--- src/rtl/pic_pkg.sv ---
// Shared PIC core definitions: program memory geometry, loader frame sync byte
// and the loader FSM state encoding. Used by the loader, program counter and ROM.
package pic_pkg;

  localparam int unsigned ADDR_W = 11;
  localparam int unsigned OP_W   = 14;

  localparam logic [7:0] SYNC = 8'hA5;

  typedef enum logic [3:0] {
    ST_IDLE,
    ST_ADDR_HI,
    ST_ADDR_LO,
    ST_LEN,
    ST_DATA_HI,
    ST_DATA_LO,
    ST_WRITE,
    ST_CKSUM,
    ST_DONE,
    ST_ERR
  } loader_state_t;

endpackage

--- src/rtl/prog_loader.sv ---
// Byte-serial program loader: parses SYNC/ADDR/LEN/DATA/CKSUM frames from a
// valid/ready byte stream and writes 14-bit opcodes into program memory.
// Ports:
//   clk, reset        clock, asynchronous active-low reset
//   prog_en           loader enable; low aborts the current frame
//   in_valid/in_data  offered byte; in_ready accepts it (combinational)
//   wr_en/wr_addr/wr_data  one-cycle program memory write
//   core_hold         holds the core in reset while a frame is active
//   done/error        sticky frame status, cleared by the next SYNC
module prog_loader
  import pic_pkg::*;
(
  input  logic              clk,
  input  logic              reset,
  input  logic              prog_en,
  input  logic              in_valid,
  input  logic [7:0]        in_data,
  output logic              in_ready,
  output logic              wr_en,
  output logic [ADDR_W-1:0] wr_addr,
  output logic [OP_W-1:0]   wr_data,
  output logic              core_hold,
  output logic              done,
  output logic              error
);

  loader_state_t     state, state_nxt;
  logic [ADDR_W-1:0] addr_q, addr_nxt;
  logic [OP_W-1:0]   data_q, data_nxt;
  logic [5:0]        hi_q, hi_nxt;
  logic [7:0]        cnt_q, cnt_nxt;
  logic [7:0]        sum_q, sum_nxt;
  logic              wr_en_q, wr_en_nxt;
  logic              hold_q, hold_nxt;
  logic              done_q, done_nxt;
  logic              err_q, err_nxt;
  logic              accept;
  logic [7:0]        sum_add;

  // Ready is gated by reset so every output reads 0 while reset is held.
  assign in_ready = reset && prog_en &&
                    (state != ST_WRITE) && (state != ST_DONE) && (state != ST_ERR);
  assign accept   = in_valid && in_ready;
  assign sum_add  = 8'(sum_q + in_data);

  // State and datapath registers
  always_ff @(posedge clk or negedge reset) begin
    if (!reset) begin
      state   <= ST_IDLE;
      addr_q  <= '0;
      data_q  <= '0;
      hi_q    <= '0;
      cnt_q   <= '0;
      sum_q   <= '0;
      wr_en_q <= 1'b0;
      hold_q  <= 1'b0;
      done_q  <= 1'b0;
      err_q   <= 1'b0;
    end else begin
      state   <= state_nxt;
      addr_q  <= addr_nxt;
      data_q  <= data_nxt;
      hi_q    <= hi_nxt;
      cnt_q   <= cnt_nxt;
      sum_q   <= sum_nxt;
      wr_en_q <= wr_en_nxt;
      hold_q  <= hold_nxt;
      done_q  <= done_nxt;
      err_q   <= err_nxt;
    end
  end

  // Next-state and next-output logic
  always_comb begin
    state_nxt = state;
    addr_nxt  = addr_q;
    data_nxt  = data_q;
    hi_nxt    = hi_q;
    cnt_nxt   = cnt_q;
    sum_nxt   = sum_q;
    wr_en_nxt = 1'b0;
    hold_nxt  = hold_q;
    done_nxt  = done_q;
    err_nxt   = err_q;

    if (!prog_en) begin
      state_nxt = ST_IDLE;
      hold_nxt  = 1'b0;
    end else begin
      case (state)
        ST_IDLE: begin
          if (accept && (in_data == SYNC)) begin
            state_nxt = ST_ADDR_HI;
            sum_nxt   = '0;
            done_nxt  = 1'b0;
            err_nxt   = 1'b0;
            hold_nxt  = 1'b1;
          end
        end
        ST_ADDR_HI: begin
          if (accept) begin
            addr_nxt  = {in_data[2:0], addr_q[7:0]};
            sum_nxt   = sum_add;
            state_nxt = ST_ADDR_LO;
          end
        end
        ST_ADDR_LO: begin
          if (accept) begin
            addr_nxt  = {addr_q[ADDR_W-1:8], in_data};
            sum_nxt   = sum_add;
            state_nxt = ST_LEN;
          end
        end
        ST_LEN: begin
          if (accept) begin
            cnt_nxt   = in_data;
            sum_nxt   = sum_add;
            state_nxt = (in_data == 8'd0) ? ST_CKSUM : ST_DATA_HI;
          end
        end
        ST_DATA_HI: begin
          if (accept) begin
            sum_nxt = sum_add;
            // Opcodes are only 14 bits; set top bits mean a malformed frame.
            if (in_data[7:6] != 2'b00) begin
              state_nxt = ST_ERR;
              err_nxt   = 1'b1;
              hold_nxt  = 1'b0;
            end else begin
              hi_nxt    = in_data[5:0];
              state_nxt = ST_DATA_LO;
            end
          end
        end
        ST_DATA_LO: begin
          if (accept) begin
            data_nxt  = {hi_q, in_data};
            wr_en_nxt = 1'b1;
            cnt_nxt   = 8'(cnt_q - 8'd1);
            sum_nxt   = sum_add;
            state_nxt = ST_WRITE;
          end
        end
        ST_WRITE: begin
          // Address advances after the strobe cycle; wraps at the top of memory.
          addr_nxt  = ADDR_W'(addr_q + ADDR_W'(1));
          state_nxt = (cnt_q == 8'd0) ? ST_CKSUM : ST_DATA_HI;
        end
        ST_CKSUM: begin
          if (accept) begin
            sum_nxt  = sum_add;
            hold_nxt = 1'b0;
            if (sum_add == 8'd0) begin
              state_nxt = ST_DONE;
              done_nxt  = 1'b1;
            end else begin
              state_nxt = ST_ERR;
              err_nxt   = 1'b1;
            end
          end
        end
        ST_DONE:  state_nxt = ST_IDLE;
        ST_ERR:   state_nxt = ST_IDLE;
        default:  state_nxt = ST_IDLE;
      endcase
    end
  end

  assign wr_en     = wr_en_q;
  assign wr_addr   = addr_q;
  assign wr_data   = data_q;
  assign core_hold = hold_q;
  assign done      = done_q;
  assign error     = err_q;

endmodule

--- config.mk ---
export PLATFORM = sky130hd
export DESIGN_NAME = prog_loader
export DESIGN_NICKNAME = d
export VERILOG_FILES = /design/src/rtl/pic_pkg.sv /design/src/rtl/prog_loader.sv
export SDC_FILE = /design/constraint.sdc
export NUM_CORES = 1
export LEC_CHECK = 0
export BUFFER_PORTS_ARGS = -buffer_cell sky130_fd_sc_hd__buf_4
export CORE_MARGIN = 5
export CORE_UTILIZATION = 50
export DETAILED_ROUTE_END_ITERATION = 8
export PLACE_DENSITY = 0.7
export SYNTH_ARGS = -nofsm -noshare
export SYNTH_HDL_FRONTEND = slang
export SYNTH_SLANG_ARGS = --single-unit
--- constraint.sdc ---
create_clock -name clk -period 6.35 [get_ports clk]
set_clock_uncertainty 0.05 [all_clocks]
set_input_delay 0 -clock clk [delete_from_list [all_inputs] [get_ports clk]]
set_output_delay 0 -clock clk [all_outputs]
set_load 0.02 [all_outputs]
After elaboration in Yosys (flattened, before gate mapping)

Cells that the tools add are included.

Add/subtract/negate cells: 3
Equality and inequality tests: 31
Mux-type cells: 40
Bitwise operators: 3
Reductions and logical operators: 28

Operator list:

| kind                                                               | number |
|---|---|
| 8-bit two-way mux                                                  | 5 |
| 4-bit two-way mux                                                  | 9 |
| 11-bit case mux with 3 select lines                                | 1 |
| 4-bit case mux with 8 select lines                                 | 1 |
| 8-bit case mux with 2 select lines                                 | 2 |
| 8-bit logical NOT                                                  | 3 |
| 3-bit != test, second input constant                               | 8 |
| 2-bit != test, second input constant                               | 10 |
| 4-bit AND reduction                                                | 5 |
| 4-bit by 3-bit == test with 1-bit output, second input constant    | 4 |
| 1-bit two-way mux                                                  | 16 |
| 7-bit AND reduction                                                | 2 |
| 2-bit nonzero test                                                 | 6 |
| 11-bit by 1-bit adder with 11-bit output, second input constant    | 1 |
| 11-bit two-way mux                                                 | 1 |
| 5-bit AND reduction                                                | 2 |
| 8-bit adder                                                        | 1 |
| 4-bit by 2-bit == test with 1-bit output, second input constant    | 2 |
| 8-bit == test, second input constant                               | 1 |
| 4-bit != test, second input constant                               | 2 |
| 8-bit by 1-bit subtractor with 8-bit output, second input constant | 1 |
| 1-bit logical AND                                                  | 6 |
| 1-bit case mux with 3 select lines                                 | 2 |
| 6-bit OR reduction                                                 | 1 |
| 10 further kinds                                                   | 13 |

Bits in registers: 55
Bits of input ports: 12
Word-level logic and storage cells: 116

Longest topological paths before layout

Gate-level depths: netlist (run 1).

Word-level depth: 9
Gate-level depth with buffers: 9

Worst setup path before layout (run 1)

OpenSTA, ideal clock, no wires.

Kind: reg2reg
Start: reg sum_q[0]
End: reg err_q (netlist: error)
Setup time: 0.121 ns
Arrival time: 2.286 ns
Data required time: 6.179 ns
Setup slack: 3.892 ns
Cell stages (with the launch flop): 9
Path buffers: 0
Period minus slack after synthesis: 2.458 ns
Path through: dfrtp_1 > ha_1 > fa_1 > xor2_1 > or3_1 > a221oi_2 > nand3_2 > o41a_1 > o22a_1

Longest elaborated chain between the ends: 4

RTL lines:

| what                          | RTL line           | text |
|---|---|---|
| from (decl)                   | prog_loader.sv:32  | `logic [7:0] sum_q, sum_nxt;` |
| from (signal assigned)        | prog_loader.sv:65  | `sum_q <= sum_nxt;` |
| 8-bit adder                   | prog_loader.sv:44  | `assign sum_add = 8'(sum_q + in_data);` |
| 8-bit logical NOT             | prog_loader.sv:153 | `if (sum_add == 8'd0) begin` |
| 2-bit != test (no line)       | --                 |  |
| 7-bit AND reduction (no line) | --                 |  |
| to (signal assigned)          | prog_loader.sv:69  | `err_q <= err_nxt;` |
| to (decl)                     | prog_loader.sv:36  | `logic err_q, err_nxt;` |

Every way passes these cells.
A chain may end at the register's enable or synchronous reset.

Worst setup path after layout (run 1)

Start: reg state[2]
End: reg sum_q[7]

Longest elaborated chain between the ends: 8
Elaborated cells between the ends (all ways): 21
Classes of those cells: eq/ne: 11; mux: 1; reduce/logical: 9

RTL lines:

| what                                     | RTL line          | text |
|---|---|---|
| from (decl)                              | prog_loader.sv:27 | `loader_state_t state, state_nxt;` |
| from (signal assigned)                   | prog_loader.sv:60 | `state <= state_nxt;` |
| 4-bit by 3-bit != test with 1-bit output | prog_loader.sv:42 | `(state != ST_WRITE) && (state != ST_DONE) && (state != ST_ERR);` |
| 1-bit logical AND                        | prog_loader.sv:41 | `assign in_ready = reset && prog_en &&` |
| 1-bit logical AND (2 in a row)           | prog_loader.sv:42 |  |
| 1-bit logical AND                        | prog_loader.sv:43 | `assign accept = in_valid && in_ready;` |
| 1-bit logical AND                        | prog_loader.sv:92 | `if (accept && (in_data == SYNC)) begin` |
| 2-bit != test (no line)                  | --                |  |
| 4-bit AND reduction (no line)            | --                |  |

Parallel ways exist; a longest one is shown, timed or not.

==> results of run 1 <==
## logic make-up after synthesis
logic type	Yosys count	share of synthesized area
compound gates	99	0.187
xor+xnor	3	0.00799
fa+ha+maj	10	0.0403
buf+inv	21	0.0365
flops	55	0.418
mux	23	0.0780
simple gates	125	0.232
## placed cells by master, fill, tap and decap left out, drive strengths merged, types with 3 or more instances in the layout
cell	instances
a31oi	6
buf	41
a211oi	5
and3	3
nor3b	7
o21ai	44
or2	6
or3	4
o31ai	5
nand3b	5
nor2	30
clkbuf	5
nand2	23
a22oi	4
nor4b	3
nor3	13
mux2	21
nand2b	9
o21bai	3
nor2b	4
ha	9
dlygate4sd3	10
inv	9
a21oi	24
dfrtp	55
nand3	5
## stage by stage
stage | setup slack, ps | hold slack (ps) | cell area [µm²] | cells
3_3_place_gp | 3510 | 54.6 | 3600 | 440
4_1_cts | 3440 | 67.2 | 3800 | 458
6_report | 3450 | 70.7 | 3800 | 458
2_1_floorplan | 3890 | -346 | 3290 | 336
3_5_place_dp | 3460 | 56.8 | 3600 | 440
5_1_grt | 3260 | 72.3 | 3800 | 458
## layout make-up
| type | instances | area, µm² |
|---|---|---|
| Clock buffer | 5 | 68.8 |
| Clock inverter | 3 | 27.5 |
| Fill cell | 563 | 2590 |
| Inverter | 7 | 26.3 |
| Multi-Input combinational cell | 260 | 1790 |
| Sequential cell | 55 | 1380 |
| Tap cell | 77 | 96.3 |
| Timing Repair Buffer | 51 | 408 |
## routing by layer
layer | vias to the layer above | share of wire | routed length (µm) | track usage
met3 | 7 | 0.052 | 404 | 0.0496
met5 | - | 0 | 0 | 0
met1 | 1286 | 0.48 | 3720 | 0.278
li1 | 1315 | - | - | -
met2 | 55 | 0.45 | 3510 | 0.292
met4 | 0 | 0.011 | 86 | 0.0440
## worst max path at each step
| stage | slack (ps) | to | cells after the start |
|---|---|---|---|
| finish | 3450 | sum_q[7]$_DFFE_PN0P_ | 5 |
| global route | 3260 | sum_q[7]$_DFFE_PN0P_ | 5 |
| CTS | 3440 | sum_q[7]$_DFFE_PN0P_ | 5 |
| detailed placement | 3460 | sum_q[7]$_DFFE_PN0P_ | 5 |
| global placement | 3510 | sum_q[7]$_DFFE_PN0P_ | 5 |
| floorplan | 3890 | error$_DFFE_PN0P_ | 8 |
## power by group through the flow
stage               combinational, mW  sequential [mW]  clock, mW
detailed placement             0.0499            0.360          0
CTS                            0.0549            0.353      0.220
finish                         0.0543            0.353      0.212
global route                   0.0602            0.354      0.234
floorplan                      0.0229            0.361          0
global placement               0.0489            0.360          0
## flip-flops by register name, indices dropped and copies added, names as in the netlist
name,count
error,1
wr_data,14
done,1
wr_en,1
core_hold,1
state,4
hi_q,6
sum_q,8
wr_addr,11
cnt_q,8
## critical path: stages (launching register included)
cell,delay (ps)
dfrtp_1,610
nand4bb_1,660
and4bb_4,530
o32a_4,410
nand3b_4,180
mux2_1,340
## repair_timing
item	CTS	global route
hold endpoints to repair	80	0
buffers inserted	0	0
hold buffers	10	0
==> results_dict.tcl, run 1 <==
set metrics [dict create \
    core_area_um2 6390 \
    worst_pin_slew_ps 1030 \
    cts_buffers 5 \
    viasPerCell 5.81 \
    critPathLaunch "state[2]$_DFFE_PN0P_" \
    fmaxAchievable_mhz 345 \
    syn_inst 336 \
    rows 29 \
    end_kind "register" \
    hp-start "in_valid" \
    cts_tree "built" \
    io_pins 42 \
    yosys.area.top_type_share 0.418 \
    wire_per_inst_um 16.9 \
    async_flop_share 1.00 \
    route.final.wire_length_mm 7.73 \
    ys_seq_area_frac 0.418 \
    comb_power_share 0.088 \
    p_total_uw 620 \
    drtIter0Drc 181 \
    drive_gt1_frac 0.231 \
    status "finished, final reports clean" \
    grt_pass1_vias 2568 \
    timing.rr.end "sum_q[7]$_DFFE_PN0P_" \
    swShare 0.264 \
    die_x_um 91.1 \
    r2r_slack_ps 3450 \
    dominantRegCellSynth "dfrtp_1" \
    antenna_found_initial 0 \
    cp.arrival_ps 3060 \
    peakVddDrop_uv 92.9 \
    yosys_warnings 0 \
    hold_path.class "in2reg" \
    h-tree-depth 2 \
    drv_cap 0 \
    yosysTopAreaCell "dfrtp_1" \
    grtUsageTotal 0.193 \
    ys_seq_elements 55 \
    firstDrtPassIters 4 \
    synth.most_common_cell "dfrtp_1" \
    r2r-start "state[2]$_DFFE_PN0P_" \
    insertion_delay_ps 320 \
    start_kind "register" \
    cts.path.max_buffers 2 \
    drc 0 \
    routabilityCongestion 0.896 \
    synth_area_um2 3290 \
    final_util 0.594 \
    min_period_over_period 0.456 \
    p_int_uw 456 \
    required_ps 6520 \
    clkSinkCount 55 \
    hold_end "wr_en$_DFF_PN0_" \
    avgSynthCellArea_um2 9.79 \
    finalSetupViolCount 0 \
    drtAntennaViolNets 0 \
    finalMaxSlewViolations 0 \
    rsz0062_at_grt "no" \
    vias 2663 \
    clkPwrFrac 0.342 \
    port_buffers 41 \
    die_y_um 91.1 \
    diodes 0 \
    p_leak_nw 1.71 \
    grt_pass1_wl_mm 13.2 \
    ff2ff_path_depth 5 \
    crit_type "reg2reg" \
    fin_crit_ps 2900 \
    worstPathMaxFanout 16 \
    hpwlAfterDp_mm 5.42 \
    grt_max_degree 57 \
    synth_area_leaders "dfrtp_1 42%, mux2_2 5.1%, a21oi_1 3.7%" \
    power.share.sequential 0.570 \
    synth_commonest_cells "55 x dfrtp_1, 28 x nor2_1, 24 x a21oi_1" \
    synthToLayoutAreaGrowth_pct 15.4 \
    final_hold_viol_count 0 \
    cts.reportedPaths.clkPinSlew_ps 110 \
    overflow 0 \
    min_path_cells 3 \
    ctsResizeCount 0 \
    syn_nets 358 \
    power.density_nw_per_um2 163 \
    synth_cell_type_count 60 \
    tns_ps 0 \
    cts_root_buf "clkbuf_8" \
    start_util 0.515 \
    fin_nets 402 \
    dieArea_um2 8300 \
    synth_edf_count 0 \
    switching_power_uw 163 \
    max_slew_margin 0.312 \
]
(Power assumes the default switching activity.)
==> run 2: changes to the inputs <==
clock period = 2.82 ns   (was 6.35 ns; I/O delays follow)
==> results_dict.tcl, run 2 (synthesized netlist as in run 1, its figures left out) <==
set metrics [dict create \
    hold_end "wr_en$_DFF_PN0_" \
    final_common_cell "dfrtp_1" \
    end_kind "register" \
    fmaxAchievable_mhz 383 \
    drtAntennaViolNets 0 \
    rows 29 \
    hp-start "in_valid" \
    cts_tree "built" \
    grtUsageTotal 0.198 \
    fillers 559 \
    required_ps 3000 \
    timing.rr.end "error$_DFFE_PN0P_" \
    drc 0 \
    grt_pass1_wl_mm 13.7 \
    min_period_over_period 0.927 \
    dieArea_um2 8300 \
    min_path_cells 3 \
    cts_root_buf "clkbuf_8" \
    port_buffers 41 \
    rsz0062_at_grt "no" \
    synthToLayoutAreaGrowth_pct 16.6 \
    drive_gt1_frac 0.241 \
    critical_path.top_delay_family "compound AO/OA/AOI/OAI gates" \
    diodes 0 \
    io_pins 42 \
    cp.arrival_ps 2790 \
    finalMaxSlewViolations 0 \
    cts.reportedPaths.clkPinSlew_ps 110 \
    fin_crit_ps 2610 \
    finalSetupViolCount 0 \
    worst_pin_slew_ps 720 \
    wire_per_inst_um 17.2 \
    vias 2780 \
    peakVddDrop_uv 258 \
    slowest_stage "dlygate4sd3_1" \
    placedCellCount 445 \
    insertion_delay_ps 330 \
    ff_latch_area_um2 1380 \
    tns_ps 0 \
    fin_cells 463 \
    r2r_slack_ps 220 \
    dpl_cell_area_um2 3640 \
    grt.busiest_layer "met2" \
    largest_reg_flops 14 \
    drv_cap 0 \
    grt_pass1_vias 2821 \
    core_area_um2 6390 \
    path_cells "dlygate4sd3_1, buf_4, ha_1, fa_1, xor2_1, or3_1, a221oi_2, nand3_2, o41a_1, o22a_1" \
    max_slew_margin 0.520 \
    multi_input_area_um2 1790 \
    route.final.wire_length_mm 7.96 \
    grt_util_met1 0.266 \
    clkSinkCount 55 \
    grt_max_degree 56 \
    mostFrequentLayoutCells "55 x dfrtp_1, 46 x buf_4, 28 x nor2_1, 24 x a21oi_1, 23 x nand2_1" \
    antenna_found_initial 0 \
    firstDrtPassIters 4 \
    routabilityCongestion 0.850 \
    power.density_nw_per_um2 369 \
    cts_setup_buffers 0 \
    ff2ff_path_depth 8 \
    die_y_um 91.1 \
    h-tree-depth 2 \
    r2r-start "sum_q[0]$_DFFE_PN0P_" \
    die_x_um 91.1 \
    drtIter0Drc 163 \
    p_total_mw 1.41 \
    status "finished, final reports clean" \
    use_met3 0.0479 \
    hpwlAfterDp_mm 5.52 \
    finalInstanceArea_um2 3830 \
    cts_buffers 5 \
    worstPathMaxFanout 8 \
    hold_path.class "in2reg" \
    crit_type "in2reg" \
    grt_use_met2 0.314 \
    start_util 0.515 \
    start_kind "input port" \
    path_buf_inv 2 \
    viasPerCell 6.00 \
    overflow 0 \
    final_hold_viol_count 0 \
    cts.path.max_buffers 2 \
    max_stage_delay_ps 530 \
    fin_nets 407 \
    p_leak_nw 1.74 \
]
-- run 2: cell count changes in the layout (fill, tap and decap cells not counted), sizes merged --
cell / change
buf: +5
clkinvlp: -1
inv: +1
-- run 2: cell type report --
class,count,share of cell area
timing repair buffer,56,0.116
multi-input combinational,260,0.468
clock buffer,5,0.0179
clock inverter,3,0.00750
sequential,55,0.359
inverter,7,0.00685
tap,77,0.0251
-- run 2: report_power, final --
part | switching, mW | internal (mW) | total [mW]
Clock | 0.306 | 0.189 | 0.495
Combinational | 0.0723 | 0.0509 | 0.123
Sequential | 0.00264 | 0.793 | 0.795
Total | 0.381 | 1.03 | 1.41
-- run 2: per-layer routing --
metal  vias to the layer above  wire length, µm
li1                       1328                -
met4                         0              174
met1                      1333             3560
met5                         -                0
met2                       100             3680
met3                        19              537
-- run 2: metrics by stage --
stage	hold slack, ps	utilization	setup WS (ps)
after CTS	68.6	0.601	214
after floorplan	-346	-	362
final	69.8	0.601	206
after global routing	76.8	0.601	91.0
after global placement	144	0.570	310
after detailed placement	144	0.570	239
-- run 2: worst max path at each step --
stage               slack [ps]  depth (start not counted)                 to            startpoint
global route                90                         10  error$_DFFE_PN0P_            in_data[0]
global placement           310                          8  error$_DFFE_PN0P_  sum_q[0]$_DFFE_PN0P_
floorplan                  360                          8  error$_DFFE_PN0P_  sum_q[0]$_DFFE_PN0P_
finish                     210                         10  error$_DFFE_PN0P_            in_data[0]
CTS                        210                         10  error$_DFFE_PN0P_            in_data[0]
detailed placement         240                          8  error$_DFFE_PN0P_  sum_q[0]$_DFFE_PN0P_
-- run 2: what timing repair did --
item / CTS / global route
endpoints found under the hold margin: 84 / 0
hold buffers: 10 / 0
gates resized for setup: 0 / 0
-- run 2: tightest hold or removal path, stage by stage --
cell and delay, ps:
buf_4 120, nand4bb_4 150, nor2_4 110
